===== src/rtl/fm_cmn_bififo_brd_if.sv =====
// Handshake bundle between the FIFO burst drainer and its surroundings.
// master = the drainer; slave = the FIFO plus the downstream bus master.
interface fm_cmn_bififo_brd_if #(
  parameter int P_WIDTH = 32,
  parameter int P_RANGE = 8
);
  logic               i_empty;
  logic [P_RANGE:0]   i_dnum;
  logic [P_WIDTH-1:0] i_dt;
  logic               o_renable;
  logic               i_flush;
  logic               o_req;
  logic [P_RANGE:0]   o_len;
  logic               i_ack;
  logic               o_wdvalid;
  logic [P_WIDTH-1:0] o_wd;
  logic               i_wdack;
  logic               o_idle;

  modport master (
    input  i_empty, i_dnum, i_dt, i_flush, i_ack, i_wdack,
    output o_renable, o_req, o_len, o_wdvalid, o_wd, o_idle
  );

  modport slave (
    output i_empty, i_dnum, i_dt, i_flush, i_ack, i_wdack,
    input  o_renable, o_req, o_len, o_wdvalid, o_wd, o_idle
  );
endinterface


===== src/rtl/fm_cmn_bififo_brd.sv =====
// Read-side burst drainer: waits for a full burst (or a flush), requests it with a
// length tag, then streams FIFO words out one accepted beat at a time.
module fm_cmn_bififo_brd #(
  parameter int P_WIDTH = 32,
  parameter int P_RANGE = 8,
  parameter int P_BLEN  = 16
) (
  input  logic                 clk_core,
  input  logic                 rst_x,
  fm_cmn_bififo_brd_if.master  bus
);
  localparam logic [P_RANGE:0] LP_BLEN = (P_RANGE+1)'(P_BLEN);
  localparam logic [P_RANGE:0] LP_ONE  = (P_RANGE+1)'(1);

  typedef enum logic [1:0] {
    S_IDLE,
    S_REQ,
    S_DATA
  } state_t;

  state_t           r_state;
  logic [P_RANGE:0] r_len;
  logic [P_RANGE:0] r_beat;
  logic             r_flush_pend;
  logic             r_req;

  logic w_in_data;
  logic w_beat_ok;
  logic w_last;
  logic w_full;
  logic w_flush_any;

  assign w_in_data   = (r_state == S_DATA);
  assign w_beat_ok   = w_in_data & ~bus.i_empty & bus.i_wdack;
  assign w_last      = (r_beat == (r_len - LP_ONE));
  assign w_full      = (bus.i_dnum >= LP_BLEN);
  assign w_flush_any = r_flush_pend | bus.i_flush;

  always_ff @(posedge clk_core or negedge rst_x) begin
    if (!rst_x) begin
      r_state      <= S_IDLE;
      r_len        <= '0;
      r_beat       <= '0;
      r_flush_pend <= 1'b0;
      r_req        <= 1'b0;
    end else begin
      case (r_state)
        S_IDLE: begin
          if (w_full) begin
            r_len   <= LP_BLEN;
            r_req   <= 1'b1;
            r_state <= S_REQ;
            // A full burst that happens to take every word also satisfies a flush.
            r_flush_pend <= (bus.i_dnum == LP_BLEN) ? 1'b0 : w_flush_any;
          end else if (w_flush_any & ~bus.i_empty) begin
            r_len        <= bus.i_dnum;
            r_req        <= 1'b1;
            r_state      <= S_REQ;
            r_flush_pend <= 1'b0;
          end else begin
            r_flush_pend <= 1'b0;
          end
        end
        S_REQ: begin
          r_flush_pend <= w_flush_any;
          if (bus.i_ack) begin
            r_req   <= 1'b0;
            r_beat  <= '0;
            r_state <= S_DATA;
          end
        end
        S_DATA: begin
          r_flush_pend <= w_flush_any;
          if (w_beat_ok) begin
            r_beat <= r_beat + LP_ONE;
            if (w_last) r_state <= S_IDLE;
          end
        end
        default: r_state <= S_IDLE;
      endcase
    end
  end

  // Beat path is combinational so an empty FIFO can never be popped.
  assign bus.o_req     = r_req;
  assign bus.o_len     = r_len;
  assign bus.o_wdvalid = w_in_data & ~bus.i_empty;
  assign bus.o_wd      = bus.i_dt;
  assign bus.o_renable = w_beat_ok;
  assign bus.o_idle    = (r_state == S_IDLE) & ~r_flush_pend & ~bus.i_flush;
endmodule


===== src/flat_wrapper.sv =====
// flat-port wrapper written by rule: the top's interface ports become plain ports
module fm_cmn_bififo_brd_flat 
#(
  parameter int P_WIDTH = 32,
  parameter int P_RANGE = 8,
  parameter int P_BLEN  = 16
)
  (clk_core, rst_x, bus_i_empty, bus_i_dnum, bus_i_dt, bus_i_flush, bus_i_ack, bus_i_wdack, bus_o_renable, bus_o_req, bus_o_len, bus_o_wdvalid, bus_o_wd, bus_o_idle);
  fm_cmn_bififo_brd_if #(.P_WIDTH(P_WIDTH), .P_RANGE(P_RANGE)) bus_i ();
  input  logic clk_core;
  input  logic rst_x;
  input wire logic [$bits(bus_i.i_empty)-1:0] bus_i_empty;
  input wire logic [$bits(bus_i.i_dnum)-1:0] bus_i_dnum;
  input wire logic [$bits(bus_i.i_dt)-1:0] bus_i_dt;
  input wire logic [$bits(bus_i.i_flush)-1:0] bus_i_flush;
  input wire logic [$bits(bus_i.i_ack)-1:0] bus_i_ack;
  input wire logic [$bits(bus_i.i_wdack)-1:0] bus_i_wdack;
  output wire logic [$bits(bus_i.o_renable)-1:0] bus_o_renable;
  output wire logic [$bits(bus_i.o_req)-1:0] bus_o_req;
  output wire logic [$bits(bus_i.o_len)-1:0] bus_o_len;
  output wire logic [$bits(bus_i.o_wdvalid)-1:0] bus_o_wdvalid;
  output wire logic [$bits(bus_i.o_wd)-1:0] bus_o_wd;
  output wire logic [$bits(bus_i.o_idle)-1:0] bus_o_idle;
  assign bus_i.i_empty = bus_i_empty;
  assign bus_i.i_dnum = bus_i_dnum;
  assign bus_i.i_dt = bus_i_dt;
  assign bus_i.i_flush = bus_i_flush;
  assign bus_i.i_ack = bus_i_ack;
  assign bus_i.i_wdack = bus_i_wdack;
  assign bus_o_renable = bus_i.o_renable;
  assign bus_o_req = bus_i.o_req;
  assign bus_o_len = bus_i.o_len;
  assign bus_o_wdvalid = bus_i.o_wdvalid;
  assign bus_o_wd = bus_i.o_wd;
  assign bus_o_idle = bus_i.o_idle;
  fm_cmn_bififo_brd #(.P_WIDTH(P_WIDTH), .P_RANGE(P_RANGE), .P_BLEN(P_BLEN)) u_core (.clk_core(clk_core), .rst_x(rst_x), .bus(bus_i));
endmodule

===== config.mk =====
export PLATFORM = sky130hd
export DESIGN_NAME = fm_cmn_bififo_brd_flat
export DESIGN_NICKNAME = d
export VERILOG_FILES = /design/src/rtl/fm_cmn_bififo_brd_if.sv /design/src/rtl/fm_cmn_bififo_brd.sv /design/src/flat_wrapper.sv
export SDC_FILE = /design/constraint.sdc
export NUM_CORES = 1
export LEC_CHECK = 0
export BUFFER_PORTS_ARGS = -buffer_cell sky130_fd_sc_hd__buf_2
export CAP_MARGIN = 20
export CORE_ASPECT_RATIO = 0.7
export CORE_MARGIN = 5
export CORE_UTILIZATION = 48
export CTS_CLUSTER_DIAMETER = 200
export DETAILED_ROUTE_END_ITERATION = 10
export GPL_TIMING_DRIVEN = 1
export HOLD_SLACK_MARGIN = 0.1
export PLACE_DENSITY = 0.95
export SETUP_SLACK_MARGIN = 0.5
export SLEW_MARGIN = 20
export SYNTH_ARGS = -nofsm -noshare
export SYNTH_HDL_FRONTEND = slang
export SYNTH_SLANG_ARGS = --single-unit

===== constraint.sdc =====
create_clock -name clk_core -period 5.3 [get_ports clk_core]
set_clock_uncertainty 0.2 [all_clocks]
set_input_delay 1.06 -clock clk_core [delete_from_list [all_inputs] [get_ports clk_core]]
set_output_delay 1.06 -clock clk_core [all_outputs]
set_load 0.01 [all_outputs]

* Word-level counts from Yosys, hierarchy flattened
Index checks and enable logic that the tools add are counted.
Cells by class: equal/unequal tests 8, $lt $le $gt $ge 1, div/mod/pow operators 0, reductions and logical operators 10, multiplexer cells 18, add/sub/neg operators 2, multiply operators 0, bitwise operators 9, shift-type cells 0
Operator list (count):
- two-way mux 9 bit | 4
- one-hot mux 9 bit (2 select lines) | 1
- two-way mux 2 bit | 5
- adder 9 x 1 -> 9 bit, second input constant | 1
- == test 9 x 5 -> 1 bit, second input constant | 1
- == test 9 bit | 1
- >= comparator 9 x 5 -> 1 bit, second input constant | 1
- subtractor 9 x 1 -> 9 bit, second input constant | 1
- nonzero test 2 bit | 4
- != test 2 bit, second input constant | 3
- one-hot mux 2 bit (3 select lines) | 1
- AND reduction 3 bit | 2
- bitwise AND 1 bit | 5
- two-way mux 1 bit | 5
- one-hot mux 1 bit (2 select lines) | 2
- AND reduction 4 bit | 1
- != test 3 x 1 -> 1 bit, second input constant | 1
- inverter 1 bit | 3
- == test 2 x 1 -> 1 bit, second input constant | 1
- == test 2 bit, second input constant | 1
- zero test 2 bit | 1
- AND reduction 2 bit | 1
- OR reduction 2 bit | 1
- bitwise OR 1 bit | 1
Storage, ports and cells: memory bits (read-only) 0, latch bits 0, output and inout port bits 45, memory bits (writable) 0, memories 0, register bits 22, input port bits 47

* Logic depth before layout (Yosys ltp)
Gate-level depths: netlist of run 1.
word-level depth 5, gate-level depth with buffers 9, gate-level depth less buffers 8

* Least setup slack after synthesis of run 1
OpenSTA, ideal clock, no wires.
path type in2reg, start input bus_i_dnum[8], end register u_core.r_len[0], in the netlist u_core.bus.o_len[0], setup time 135 ps, buffers on the path 1, cell stages on the path 6, setup slack 2643 ps, arrival time 2322 ps, data required time 4965 ps, cells stage by stage nor4_1 nor2b_1 o21ai_1 nand2_1 clkbuf_1 o21ai_0
On the way: word-level cells in the longest chain between the ends 3, elaborated cells on any way between the ends 4
Ends and longest elaborated chain:
- start, declared | RTL line flat_wrapper.sv:13 | input wire logic [$bits(bus_i.i_dnum)-1:0] bus_i_dnum;
- >= comparator 9 x 5 -> 1 bit (*) | RTL line fm_cmn_bififo_brd.sv:36 | assign w_full = (bus.i_dnum >= LP_BLEN);
- nonzero test 2 bit (no line)
- AND reduction 2 bit (no line)
- end signal, assigned | RTL line fm_cmn_bififo_brd.sv:56 | r_len <= bus.i_dnum;
- end, declared | RTL line fm_cmn_bififo_brd.sv:22 | logic [P_RANGE:0] r_len;
Mark *: on every way between the ends. The rest lies on a longest branch, timed or not. A chain may end at the register's enable or synchronous reset.

* Final worst setup path of run 1
start input bus_i_empty, end output bus_o_renable
On the way: word-level cells in the longest chain between the ends 3
Ends and longest elaborated chain:
- start, declared | RTL line flat_wrapper.sv:12 | input wire logic [$bits(bus_i.i_empty)-1:0] bus_i_empty;
- inverter 1 bit | RTL line fm_cmn_bififo_brd.sv:34 | assign w_beat_ok = w_in_data & ~bus.i_empty & bus.i_wdack;
- bitwise AND 1 bit (2 in a row) | RTL line fm_cmn_bififo_brd.sv:34
- end, declared | RTL line flat_wrapper.sv:18 | output wire logic [$bits(bus_i.o_renable)-1:0] bus_o_renable;
No other way between the ends.

==> results of run 1 <==
[placed cells by master (no fill, tap or decap), types with 2 or more instances in the layout]
master	count
o21ai_0	13
a21oi_1	10
inv_1	8
buf_2	27
dfrtp_1	22
and3b_1	2
ha_1	6
nor4_1	2
nand2_1	16
nand4_1	4
and2_1	4
clkbuf_8	3
or3_1	4
nor2b_1	7
nor2_1	10
nand3_1	4
xor2_1	7
o21ai_1	2
xnor2_1	6
nor3_1	3
o32ai_1	2
o211a_1	2
a31oi_1	4
[worst max-delay path, stage by stage]
cell	delay (ns)
buf_2	0.11
and3b_1	0.28
buf_2	0.16
[where the power goes]
part           internal (mW)  switching, mW
registers              0.191         0.0319
logic                 0.0996          0.144
clock network          0.101         0.0571
total                  0.391          0.233
[per-stage QoR]
stage	power (mW)	util, %	instance area, sq um	hold WS, ns
after floorplan	0.4274	-	1647	0.3052
after global placement	0.4575	48.65	1573	0.3335
after detailed placement	0.4662	48.65	1573	0.3252
after CTS	0.6242	50.85	1644	0.3431
after global routing	0.6692	50.85	1644	0.3550
final	0.6248	50.85	1644	0.3448
[layout make-up]
| type | count | area share (%) |
|---|---|---|
| clock buffers | 3 | 2.511 |
| clock inverters | 1 | 1.826 |
| inverters | 8 | 1.826 |
| multi-input cells | 122 | 48.55 |
| flip-flops and latches | 22 | 33.49 |
| well taps | 47 | 3.577 |
| repair buffers | 27 | 8.219 |
[registers in the layout (all words and copies together) (netlist names)]
| register | flops |
|---|---|
| u_core.bus.o_len | 9 |
| u_core.r_beat | 9 |
| u_core.r_state | 2 |
| u_core.bus.o_req | 1 |
| u_core.r_flush_pend | 1 |
[cells by family after synthesis]
kind of cell,synth area share (%)
DFF,33.43
xor gates and xnor gates,6.915
AOI/OAI and AO/OA,16.26
adders and majority gates,4.559
and+or+nand+nor,20.74
buffers and inverters,18.08
[layer usage]
| metal | share of wire, % | global-route usage (%) | up-vias |
|---|---|---|---|
| li1 | - | - | 614 |
| met1 | 45 | 19.62 | 611 |
| met2 | 42 | 21.93 | 66 |
| met3 | 11 | 7.143 | 14 |
| met4 | 1.8 | 5.060 | 0 |
| met5 | 0 | 0 | - |
[how the worst max path moves through the flow]
stage,start,end,slack [ns],cells after the start
2_1_floorplan,bus_i_dnum[8],u_core.bus.o_len[0]$_DFFE_PN0P_,2.64,6
3_3_place_gp,bus_i_dnum[8],u_core.r_state[1]$_DFFE_PN0P_,2.45,7
3_5_place_dp,bus_i_dnum[8],u_core.bus.o_len[0]$_DFFE_PN0P_,2.32,6
4_1_cts,bus_i_empty,bus_o_renable,2.43,3
5_1_grt,u_core.bus.o_len[0]$_DFFE_PN0P_,u_core.r_state[1]$_DFFE_PN0P_,2.30,8
6_report,bus_i_empty,bus_o_renable,2.43,3
==> out/results.ini, run 1 <==
[synthesis]
synth_commonest_cells=32 x buf_4, 22 x dfrtp_1, 16 x nand2_1, 13 x o21ai_0
syn_inst=189
synth.most_common_cell=buf_4
synth-async-reset-ratio_pct=100.0
ys.flop_type=dfrtp_1
synth_area_leader_cell=dfrtp_1
syn_avg_cell_area_sq_um=8.712
mappedNetlistArea_sq_um=1647
synth_top_area_share_pct=33.43
synth_seq_cells=22
synth_edf_count=0
ys_types=40
synth_nets=242
yosys_warnings=0
synthTopCellsByArea=dfrtp_1 33%, buf_4 15%, ha_1 4.6%
seq_area_frac_synth_pct=33.43

[clock_tree]
cts.htree.levels=1
cts_buffers=3
numClockSinks=22
cts_tree=done
ctsResizeCount=0
clk_pin_slew_ns=0.08
clock_latency_ns=0.27
clk_path_buf_depth=2
cts-root-buf=clkbuf_8
postCtsSetupBuffers=0
cts_hold_buf=0

[pwr]
power-per-cell-area_nw_per_um2=380.0
p_leak_nw=0.7742
vdd_ir_drop_max_mv=0.3025

[global_routing]
grt_pass1_wl_um=5506
grt-ovfl-total=0
grt_max_degree=23
antenna_found_initial=0
grt_pass1_vias=1186
grt_usage_pct=15.05

[sta]
fmax_mhz=348.7
rsz0062_at_grt=false
period_share_pct=54.11
tns_ns=0
fin_crit_ns=2.868
tightest_slew_ns=0.4799
setup_violations=0
worst_slack_ns=2.432
max_slew_margin_pct=68.01
slew_viol_final=0
hold_violations=0

[drt]
dr.first_iter.drc_count=66
postRouteAntennaNets=0
drt_pass1_iterations=4
viasPerCell=5.674
wl_per_cell_um=14.66
wl_um=3372
num_vias=1305
route.detailed.drc=0

[setup_path]
cp.arrival_ns=1.61
reg2reg_depth=8
path_max_fanout=4
cp.required_ns=4.04
reg2reg_slack_ns=2.48
criticalPathCategory=input pin to output pin
r2r_start=u_core.bus.o_len[0]$_DFFE_PN0P_
end_kind=output pin
r2r_end=u_core.r_state[1]$_DFFE_PN0P_
worstSetupStartpointType=input pin

[worst_hold_path]
hold_path.startpoint=u_core.bus.o_len[8]$_DFFE_PN0P_
holdPathEnd=u_core.bus.o_len[8]$_DFFE_PN0P_
hp-class=flop to flop
whs_path_depth=1

[placement]
place_congestion=0.9058
dp_cells=226
dp_worst_setup_slack_ns=2.318
hpwl_um=2648
port_buffers=27

[die]
die_w_um=80.01
start_util_pct=50.93
die_y_um=59
die_area_sq_um=4720
ioPinCount=92
rows=17
fp.coreArea_sq_um=3233

[cells_and_area]
final_cells=230
diodes=0
multi_input_area_sq_um=798.3
fillCellCount=308
seq_area_sq_um=550.5
drive_gt1_share_pct=19.67
nNetsFinal=237
syn_to_final_growth_pct=-0.1518

[run_status]
run_status=finished, final reports clean

[job]
cap_violations=0

No activity file was read; power rests on OpenSTA's default activity.
==> run 2: changes to the inputs <==
--- a/config.mk
+++ b/config.mk
@@ -9,12 +9,12 @@
 export CAP_MARGIN = 20
 export CORE_ASPECT_RATIO = 0.7
 export CORE_MARGIN = 5
-export CORE_UTILIZATION = 48
+export CORE_UTILIZATION = 40
 export CTS_CLUSTER_DIAMETER = 200
 export DETAILED_ROUTE_END_ITERATION = 10
 export GPL_TIMING_DRIVEN = 1
 export HOLD_SLACK_MARGIN = 0.1
-export PLACE_DENSITY = 0.95
+export PLACE_DENSITY = 0.86
 export SETUP_SLACK_MARGIN = 0.5
 export SLEW_MARGIN = 20
 export SYNTH_ARGS = -nofsm -noshare
==> constraint.sdc (replaced) <==
create_clock -name clk_core -period 2.4 [get_ports clk_core]
set_clock_uncertainty 0.2 [all_clocks]
set_input_delay 0.48 -clock clk_core [delete_from_list [all_inputs] [get_ports clk_core]]
set_output_delay 0.48 -clock clk_core [all_outputs]
set_load 0.01 [all_outputs]
==> out/results.ini, run 2 (synthesized netlist as in run 1, its figures left out) <==
[run_status]
run_status=finished with violations
failed_checks=negative setup slack

[job]
cap_violations=0  ; unchanged

[sta]
slew_viol_final=0  ; unchanged
hold_violations=0  ; unchanged
hold_ws_ns=0.2448  ; -0.09998 ns
setup_violations=1  ; +1
tns_ns=-0.06938  ; -0.06938 ns
max_slew_margin_pct=65.71  ; -2.3 points
rsz0062_at_grt=true
fmax_mhz=405.0
worst_slack_ns=-0.06938  ; -2.502 ns
period_share_pct=102.9
tightest_slew_ns=0.5143  ; +0.03445 ns
fin_crit_ns=2.469

[pwr]
p_leak_nw=0.8879  ; +15%
p_total_mw=1.548  ; +150%
vdd_ir_drop_max_mv=0.3521  ; +16%
power-per-cell-area_nw_per_um2=803.9  ; +110%

[cells_and_area]
fillCellCount=374  ; +21%
nNetsFinal=258  ; +8.9%
syn_to_final_growth_pct=16.95
fin_util_pct=48.80  ; -2.1 points
drive_gt1_share_pct=37.75  ; +18 points
final_cells=256  ; +11%
diodes=0  ; unchanged
layout_commonest_cell=buf_2
final_cell_mix=25 x buf_2, 20 x dfrtp_1, 18 x buf_4

[placement]
hpwl_um=2746  ; +3.7%
port_buffers=27  ; unchanged
dp_cells=241  ; +6.6%
place_congestion=0.8695  ; -4.0%

[global_routing]
grt_pass1_wl_um=6299  ; +14%
grt_usage_pct=14.53  ; -0.53 points
grt-ovfl-total=0  ; unchanged
grt_max_degree=23  ; unchanged
grt_pass1_vias=1296  ; +9.3%
antenna_found_initial=0  ; unchanged

[setup_path]
cp.required_ns=2.36  ; -1.68 ns
path_max_fanout=3  ; -1
criticalPathCategory=flop to flop
worstSetupStartpointType=flop
cp.arrival_ns=2.43  ; +0.82 ns
end_kind=flop

[drt]
wl_per_cell_um=15.56  ; +6.1%
dr.first_iter.drc_count=104  ; +58%
wl_met2_um=1894  ; +32%
drt_pass1_iterations=4  ; unchanged
wl_met1_um=1743  ; +16%
num_vias=1386  ; +6.2%
top_layer=met4
wl_um=3983  ; +18%
postRouteAntennaNets=0  ; unchanged
met3_length_um=286  ; -23%
viasPerCell=5.414  ; -4.6%
route.detailed.drc=0  ; unchanged

[clock_tree]
cts.htree.levels=1  ; unchanged
cts_buffers=3  ; unchanged
cts-root-buf=clkbuf_8
numClockSinks=22  ; unchanged
clk_pin_slew_ns=0.09  ; about the same
cts_tree=done
clock_latency_ns=0.27  ; about the same
clk_path_buf_depth=2  ; unchanged

[die]
fp.coreArea_sq_um=3946  ; +22%
ioPinCount=92  ; unchanged
die_w_um=86.69  ; +8.3%
start_util_pct=41.72  ; -9.2 points
die_y_um=63.68  ; +7.9%
die_area_sq_um=5520  ; +17%
rows=19  ; +2

[worst_hold_path]
hp-class=input pin to flop

[run 2: changes by cell type in the layout (fill, tap and decap cells not counted), sizes merged]
cell         before  now
buf              27   46
clkbuf            3    5
bufinv            1    0
dlygate4sd3       0    1
[run 2: layout make-up]
class	instances	area (sq um)	share of cell area [%]
well taps	52	65.06	3.379
clock buffers	4	55.05	2.859
multi-input cells	122	889.6	46.20
repair buffers	48	332.8	17.28
inverters	8	30.03	1.559
flip-flops and latches	22	553.0	28.72
[run 2: timing repair]
item,CTS,global route
setup buffers,4,5
endpoints found under the setup margin,11,21
pin swaps,4,3
hold buffers,1,0
gates cloned,0,1
hold endpoints to repair,22,0
resized for setup,9,9
[run 2: through the flow]
stage / cell area, sq um / setup slack (ns)
global route: 1926 / -0.1670
finish: 1926 / -0.06938
floorplan: 1703 / 0.01068
CTS: 1831 / -0.02344
detailed placement: 1703 / -0.04682
global placement: 1703 / 0.02334
[run 2: power breakdown]
group / switching (mW) / leakage [nW] / total [mW] / internal (mW)
clock: 0.129 / 0.0288 / 0.276 / 0.147
combinational: 0.405 / 0.569 / 0.781 / 0.376
sequential: 0.0695 / 0.290 / 0.491 / 0.422
[run 2: routing by layer]
layer  vias up  track usage [%]
met5         -                0
met4         0            4.669
met3         8            4.688
met2        52            22.04
met1       667            19.43
li1        659                -
[run 2: worst max-delay path, stage by stage, from the launching register on]
cell,delay (ns)
dfrtp_2,0.42
inv_2,0.07
ha_4,0.13
or4b_4,0.50
xnor2_1,0.18
o32ai_2,0.15
o2111ai_2,0.19
and2_4,0.19
o32a_1,0.34
[run 2: final timing paths]
path | startpoint | endpoint | slack [ns] | depth (start not counted)
hold reg to reg | u_core.bus.o_req$_DFFE_PN0P_ | u_core.bus.o_req$_DFFE_PN0P_ | 0.36 | 2
setup / recovery | u_core.bus.o_len[1]$_DFFE_PN0P_ | u_core.r_state[1]$_DFFE_PN0P_ | -0.07 | 8
setup reg to reg | u_core.bus.o_len[1]$_DFFE_PN0P_ | u_core.r_state[1]$_DFFE_PN0P_ | -0.07 | 8
hold / removal | bus_i_dnum[0] | u_core.bus.o_len[0]$_DFFE_PN0P_ | 0.24 | 3
max in group asynchronous | rst_x | u_core.bus.o_len[1]$_DFFE_PN0P_ | 1.13 | 2
min in group asynchronous | rst_x | u_core.bus.o_len[4]$_DFFE_PN0P_ | 0.50 | 2
